==> src/rtl/axi4_sram_pkg.sv <==
// Shared encodings for the AXI4-to-SRAM slave: burst types, response codes and FSM states.
package axi4_sram_pkg;

  localparam logic [1:0] BURST_FIXED = 2'b00;
  localparam logic [1:0] BURST_INCR  = 2'b01;
  localparam logic [1:0] BURST_WRAP  = 2'b10;

  localparam logic [1:0] RESP_OKAY   = 2'b00;
  localparam logic [1:0] RESP_SLVERR = 2'b10;

  typedef enum logic [2:0] {
    IDLE,
    WR_DATA,
    WR_RESP,
    RD_REQ,
    RD_RESP
  } state_t;

endpackage

==> src/rtl/axi_burst_addr_next.sv <==
// Next beat address for AXI FIXED/INCR/WRAP bursts; reserved burst code behaves as INCR.
module axi_burst_addr_next
  import axi4_sram_pkg::*;
#(
  parameter int ADDR_WIDTH = 32
) (
  input  logic [ADDR_WIDTH-1:0] addr,
  input  logic [2:0]            size,
  input  logic [7:0]            len,
  input  logic [1:0]            burst,
  output logic [ADDR_WIDTH-1:0] next_addr
);

  logic [ADDR_WIDTH-1:0] step;
  logic [ADDR_WIDTH-1:0] incr;
  logic [ADDR_WIDTH-1:0] wrap_mask;

  always_comb begin
    step      = ADDR_WIDTH'(1) << size;
    incr      = addr + step;
    wrap_mask = ((ADDR_WIDTH'(len) + ADDR_WIDTH'(1)) << size) - ADDR_WIDTH'(1);
    case (burst)
      BURST_FIXED: next_addr = addr;
      BURST_WRAP:  next_addr = (addr & ~wrap_mask) | (incr & wrap_mask);
      default:     next_addr = incr;
    endcase
  end

endmodule

==> src/rtl/axi4_sram_slave.sv <==
// AXI4 slave serving one read or write burst at a time from a single-port synchronous SRAM.
// Define AXI_SRAM_BOUNDS_CHK_EN to answer out-of-range beats with SLVERR instead of aliasing.
module axi4_sram_slave
  import axi4_sram_pkg::*;
#(
  parameter int ADDR_WIDTH = 32,
  parameter int DATA_WIDTH = 32,
  parameter int ID_WIDTH   = 4,
  parameter int MEM_AW     = 14
) (
  input  logic                    clk,
  input  logic                    rst_n,
  input  logic [ID_WIDTH-1:0]     s_axi4_awid,
  input  logic [ADDR_WIDTH-1:0]   s_axi4_awaddr,
  input  logic [7:0]              s_axi4_awlen,
  input  logic [2:0]              s_axi4_awsize,
  input  logic [1:0]              s_axi4_awburst,
  input  logic                    s_axi4_awvalid,
  output logic                    s_axi4_awready,
  input  logic [DATA_WIDTH-1:0]   s_axi4_wdata,
  input  logic [DATA_WIDTH/8-1:0] s_axi4_wstrb,
  input  logic                    s_axi4_wlast,
  input  logic                    s_axi4_wvalid,
  output logic                    s_axi4_wready,
  output logic [ID_WIDTH-1:0]     s_axi4_bid,
  output logic [1:0]              s_axi4_bresp,
  output logic                    s_axi4_bvalid,
  input  logic                    s_axi4_bready,
  input  logic [ID_WIDTH-1:0]     s_axi4_arid,
  input  logic [ADDR_WIDTH-1:0]   s_axi4_araddr,
  input  logic [7:0]              s_axi4_arlen,
  input  logic [2:0]              s_axi4_arsize,
  input  logic [1:0]              s_axi4_arburst,
  input  logic                    s_axi4_arvalid,
  output logic                    s_axi4_arready,
  output logic [ID_WIDTH-1:0]     s_axi4_rid,
  output logic [DATA_WIDTH-1:0]   s_axi4_rdata,
  output logic [1:0]              s_axi4_rresp,
  output logic                    s_axi4_rlast,
  output logic                    s_axi4_rvalid,
  input  logic                    s_axi4_rready,
  output logic                    ram_en,
  output logic [DATA_WIDTH/8-1:0] ram_we,
  output logic [MEM_AW-1:0]       ram_addr,
  output logic [DATA_WIDTH-1:0]   ram_wdata,
  input  logic [DATA_WIDTH-1:0]   ram_rdata
);

  localparam int OFF = $clog2(DATA_WIDTH / 8);

  state_t                state, state_next;
  logic                  last_wr;
  logic                  active;
  logic                  wr_err;
  logic [ID_WIDTH-1:0]   id_q;
  logic [ADDR_WIDTH-1:0] addr_q;
  logic [ADDR_WIDTH-1:0] addr_nxt;
  logic [7:0]            len_q;
  logic [2:0]            size_q;
  logic [1:0]            burst_q;
  logic [7:0]            beat_cnt;
  logic                  grant_w, grant_r;
  logic                  aw_hs, ar_hs, w_hs, r_hs;
  logic                  beat_last;
  logic                  oob;
  logic [MEM_AW-1:0]     word_addr;
  logic                  unused_wlast;

  // Burst length comes from AWLEN alone, so WLAST carries no information here.
  assign unused_wlast = s_axi4_wlast;

  assign word_addr = addr_q[MEM_AW+OFF-1:OFF];
  assign beat_last = (beat_cnt == len_q);

  // Round robin on simultaneous requests; active holds off grants until the cycle after reset.
  assign grant_w = active & s_axi4_awvalid & (~s_axi4_arvalid | ~last_wr);
  assign grant_r = active & s_axi4_arvalid & (~s_axi4_awvalid | last_wr);
  assign aw_hs   = (state == IDLE) & grant_w;
  assign ar_hs   = (state == IDLE) & grant_r;
  assign w_hs    = (state == WR_DATA) & s_axi4_wvalid;
  assign r_hs    = (state == RD_RESP) & s_axi4_rready;

`ifdef AXI_SRAM_BOUNDS_CHK_EN
  assign oob = (addr_q >> (MEM_AW + OFF)) != '0;
`else
  assign oob = 1'b0;
`endif

  axi_burst_addr_next #(
    .ADDR_WIDTH(ADDR_WIDTH)
  ) u_addr_next (
    .addr      (addr_q),
    .size      (size_q),
    .len       (len_q),
    .burst     (burst_q),
    .next_addr (addr_nxt)
  );

  always_ff @(posedge clk or negedge rst_n) begin
    if (!rst_n) state <= IDLE;
    else        state <= state_next;
  end

  always_comb begin
    state_next = state;
    case (state)
      IDLE: begin
        if (aw_hs)      state_next = WR_DATA;
        else if (ar_hs) state_next = RD_REQ;
      end
      WR_DATA: if (w_hs && beat_last) state_next = WR_RESP;
      WR_RESP: if (s_axi4_bready) state_next = IDLE;
      RD_REQ:  state_next = RD_RESP;
      RD_RESP: if (r_hs) state_next = beat_last ? IDLE : RD_REQ;
      default: state_next = IDLE;
    endcase
  end

  always_ff @(posedge clk or negedge rst_n) begin
    if (!rst_n) begin
      active   <= 1'b0;
      last_wr  <= 1'b0;
      wr_err   <= 1'b0;
      id_q     <= '0;
      addr_q   <= '0;
      len_q    <= '0;
      size_q   <= '0;
      burst_q  <= '0;
      beat_cnt <= '0;
    end else begin
      active <= 1'b1;
      if (aw_hs) begin
        id_q     <= s_axi4_awid;
        addr_q   <= s_axi4_awaddr;
        len_q    <= s_axi4_awlen;
        size_q   <= s_axi4_awsize;
        burst_q  <= s_axi4_awburst;
        beat_cnt <= '0;
        last_wr  <= 1'b1;
        wr_err   <= 1'b0;
      end else if (ar_hs) begin
        id_q     <= s_axi4_arid;
        addr_q   <= s_axi4_araddr;
        len_q    <= s_axi4_arlen;
        size_q   <= s_axi4_arsize;
        burst_q  <= s_axi4_arburst;
        beat_cnt <= '0;
        last_wr  <= 1'b0;
      end else if (w_hs) begin
        addr_q   <= addr_nxt;
        beat_cnt <= beat_cnt + 8'd1;
        wr_err   <= wr_err | oob;
      end else if (r_hs && !beat_last) begin
        addr_q   <= addr_nxt;
        beat_cnt <= beat_cnt + 8'd1;
      end
    end
  end

  always_comb begin
    s_axi4_awready = 1'b0;
    s_axi4_arready = 1'b0;
    s_axi4_wready  = 1'b0;
    s_axi4_bvalid  = 1'b0;
    s_axi4_bid     = '0;
    s_axi4_bresp   = RESP_OKAY;
    s_axi4_rvalid  = 1'b0;
    s_axi4_rid     = '0;
    s_axi4_rdata   = '0;
    s_axi4_rresp   = RESP_OKAY;
    s_axi4_rlast   = 1'b0;
    ram_en         = 1'b0;
    ram_we         = '0;
    ram_addr       = '0;
    ram_wdata      = '0;
    case (state)
      IDLE: begin
        s_axi4_awready = grant_w;
        s_axi4_arready = grant_r;
      end
      WR_DATA: begin
        s_axi4_wready = 1'b1;
        ram_en        = s_axi4_wvalid & ~oob;
        ram_we        = (s_axi4_wvalid && !oob) ? s_axi4_wstrb : '0;
        ram_addr      = word_addr;
        ram_wdata     = s_axi4_wdata;
      end
      WR_RESP: begin
        s_axi4_bvalid = 1'b1;
        s_axi4_bid    = id_q;
        s_axi4_bresp  = wr_err ? RESP_SLVERR : RESP_OKAY;
      end
      RD_REQ: begin
        ram_en   = ~oob;
        ram_addr = word_addr;
      end
      RD_RESP: begin
        s_axi4_rvalid = 1'b1;
        s_axi4_rid    = id_q;
        s_axi4_rdata  = oob ? '0 : ram_rdata;
        s_axi4_rresp  = oob ? RESP_SLVERR : RESP_OKAY;
        s_axi4_rlast  = beat_last;
      end
      default: ;
    endcase
  end

endmodule
==> config.mk <==
export PLATFORM = sky130hd
export DESIGN_NAME = axi4_sram_slave
export DESIGN_NICKNAME = d
export VERILOG_FILES = /design/src/rtl/axi4_sram_pkg.sv /design/src/rtl/axi_burst_addr_next.sv /design/src/rtl/axi4_sram_slave.sv
export SDC_FILE = /design/constraint.sdc
export NUM_CORES = 1
export LEC_CHECK = 0
export BUFFER_PORTS_ARGS = -buffer_cell sky130_fd_sc_hd__clkbuf_2
export CORE_MARGIN = 2
export CORE_UTILIZATION = 45
export DETAILED_ROUTE_END_ITERATION = 8
export PLACE_DENSITY = 0.81
export RECOVER_POWER = 25
export SLEW_MARGIN = 20
export SYNTH_ARGS = -nofsm -noshare
export SYNTH_HDL_FRONTEND = slang
export SYNTH_SLANG_ARGS = --single-unit
==> constraint.sdc <==
create_clock -name clk -period 4.1 [get_ports clk]
set_input_delay 0.41 -clock clk [delete_from_list [all_inputs] [get_ports clk]]
set_output_delay 0.41 -clock clk [all_outputs]
set_load 0.02 [all_outputs]
==> qor.csv <==
metric,value,unit
status,"complete, but fails checks",
failing checks,"capacitance limit, slew limit",
Max Freq,271,MHz
CTS Hold Bufs,0,
CORE AREA,10300,um2
Resized Gates After CTS,0,
Period minus WS final,3.69,ns
hold path cells,3,
# DRC,0,
row cnt,37,
Congestion Overflow GR,0,
first-pass GRT wire length,28.6,mm
clk_lat worst skew,0.33,ns
worst path cell trace,ha_1 -> and3_1 -> a211oi_2 -> a211oi_1 -> mux4_2 -> a21o_1 -> or2_4 -> o311a_1 -> a41o_1 -> o31a_1 -> a211oi_2,
placed cell count,983,
Simple-Gate Fraction of Synth Area,32.8,%
top-level I/O count,275,
number of distinct library cells after synthesis,74,
Worst path slowest cell,dfrtp_1,
Post-Layout Cell Count,991,
Worst-Margin Slew,2.63,ns
drt total wl,18.5,mm
final setup TNS,0,ns
xor and xnor fraction of the mapped netlist area,5.68,%
most frequent cells in the layout,"clkbuf_2 (237), nand2_1 (82), and2_1 (75)",
worst relative slew slack,-75.5,%
DRT iter0 DRCs,437,
part of the cycle the worst path needs,89.9,%
Pre-antenna DRT Iters,5,
pwr dens,744,nW/um2
critical path class,reg2reg,
"most common cell after layout, fill and taps aside",clkbuf_2,
initial antenna violation count,0,
dominant cells by area after synthesis,"dfrtp_1 (24%), and2_1 (9.9%), nand2_1 (6.5%)",
multiplexer share of the synthesized area,2.00,%
GRT Resource Usage Total,32.4,%
VDD IR max,0.409,mV
largest family of logic cells by synthesized area,simple AND/OR/NAND/NOR gates,
Final Max Tran Viols,47,
Worst Reg-to-Reg Cells,11,
DRT antenna net count,0,
Post CTS Setup Buffer Count,0,
hold path endpoint,id_q[1]$_DFFE_PN0N_,
port buffer count,237,
post-synthesis compound-gate area fraction,25.7,%
Buf/Inv on CP,0,
Min-Delay Startpoint,s_axi4_awid[1],
HP Class,in2reg,
die footprint,11400,um2
clock skew,0.0202,ns
CP arrival,3.93,ns
Post-Syn Area,4750,um2
max_cap viols,1,
DP HPWL,14.8,mm
via count,5733,
"slowest stage delay, CP",0.54,ns
Util after Layout,59.8,%
CP top delay family,compound AO/OA/AOI/OAI gates,
crit-path most repeated cell,a211oi_2,
syn_area_per_cell,7.43,um2
Sink Count,46,
Nets,1040,
"area leader, netlist",dfrtp_1,
Die X-Extent,107,um
Setup WS post-layout,0.414,ns
largest net degree at the start of global routing,47,
Critical Path Start,len_q[1]$_DFFE_PN0N_,
R2R Path Start,len_q[1]$_DFFE_PN0N_,
top_reg_cell synth,dfrtp_1,
initial core utilization,46.3,%
Pleak,3.25,nW
wire per inst,18.7,um
flop2flop setup slack,0.41,ns
RSZ-0062 raised after global routing,false,
"Seq/Total Area, Yosys",24.2,%
Post-synth EDFFs,0,
share of the synthesized area in the top cell type,24.2,%
Post-synth ARST share,100,%
Post-Synth Adder-Cell Area,3.32,%
Area growth syn-to-layout,29.2,%
DIE HEIGHT,107,um
crit end category,flip-flop,
# diodes,0,
Placement Setup Slack,0.471,ns
required time of the critical path,4.35,ns
CTS tree,done,
share of cells above drive strength 1,32.6,%
Vias/cell,5.79,
startpoint types,flip-flop,
vias in the first global route,5488,
CP Max Fanout,10,
CTS root buf,clkbuf_8,
clock tree buffer depth,2,
synth warn,0,
final instance area,6140,um2
Post-Syn Instances,640,
# setup viols final,0,
Inserted Clock Buffers,5,
"flops & latches, synth",46,
routability cong.,1.04,
final hold vios,0,
"Clk pin slew, worst setup/hold paths",0.11,ns
H-tree Lvls,2,
Area after DPL,6050,um2
==> Yosys cell counts, types with 3 or more instances <==
master,number
a22oi_1,22
nand4_1,14
xor2_1,18
nor4_1,4
a31oi_1,15
buf_1,5
o21a_1,4
buf_2,6
nor3_1,17
o21ai_0,31
or3_1,6
nor2_1,48
nand4b_1,3
nor2b_1,3
xnor2_1,11
o211ai_1,8
o22ai_1,4
nand2_1,82
nand3_1,9
a211oi_1,9
and3_1,26
mux2i_1,5
a22o_1,3
inv_1,14
clkbuf_1,34
dfrtp_1,46
a211o_1,4
o31ai_1,4
a21o_1,10
buf_4,6
ha_1,11
and2_1,75
a21oi_1,25
==> kinds of logic after synthesis <==
logic type,count (synthesis)
XOR/XNOR,30
flip-flops,46
AO/OA/AOI/OAI,174
buffers and inverters,67
other,2
AND/OR/NAND/NOR,301
multiplexers,8
adder cells (fa/ha/maj),12
==> worst max-delay path by stage <==
stage          cells past startpoint         to
3_3_place_gp                      11  flip-flop
4_1_cts                           11  flip-flop
5_1_grt                           11  flip-flop
2_1_floorplan                     16  flip-flop
6_report                          11  flip-flop
3_5_place_dp                      11  flip-flop
==> worst register-to-register path: cells and delay by family (launching register included) <==
| kind | cells | cell delay (ns) |
|---|---|---|
| AOI/OAI and AO/OA | 7 | 1.61 |
| and+or+nand+nor | 2 | 0.55 |
| DFF | 1 | 0.54 |
| muxes | 1 | 0.54 |
| adders and majority gates | 1 | 0.38 |
==> metrics by stage <==
| stage | power (mW) | hold slack (ns) |
|---|---|---|
| 6_report | 4.57 | 0.303 |
| 3_3_place_gp | 4.12 | 0.500 |
| 3_5_place_dp | 4.18 | 0.516 |
| 5_1_grt | 4.96 | 0.299 |
| 2_1_floorplan | 3.28 | 0.114 |
| 4_1_cts | 4.52 | 0.204 |
==> report_power, final <==
part | switching, mW | internal, mW
sequential | 0.327 | 0.640
combinational | 1.99 | 1.29
clock | 0.201 | 0.128
==> area by class of cell <==
class	count	area, um2
multi-input combinational	530	3330
tap	136	170
inverter	15	56.3
clock inverter	3	28.8
fill	1010	4130
timing repair buffer	256	1340
clock buffer	5	68.8
sequential	46	1150
==> routing by layer <==
metal	track usage, %	share of wire (%)	up-vias	wire length [um]
li1	-	-	2725	-
met1	37.1	37	2670	6830
met2	54.4	48	279	8850
met3	2.80	6.0	59	1100
met4	27.6	9.5	0	1750
met5	0	0	-	0
Power figures use the tool's default switching activity.
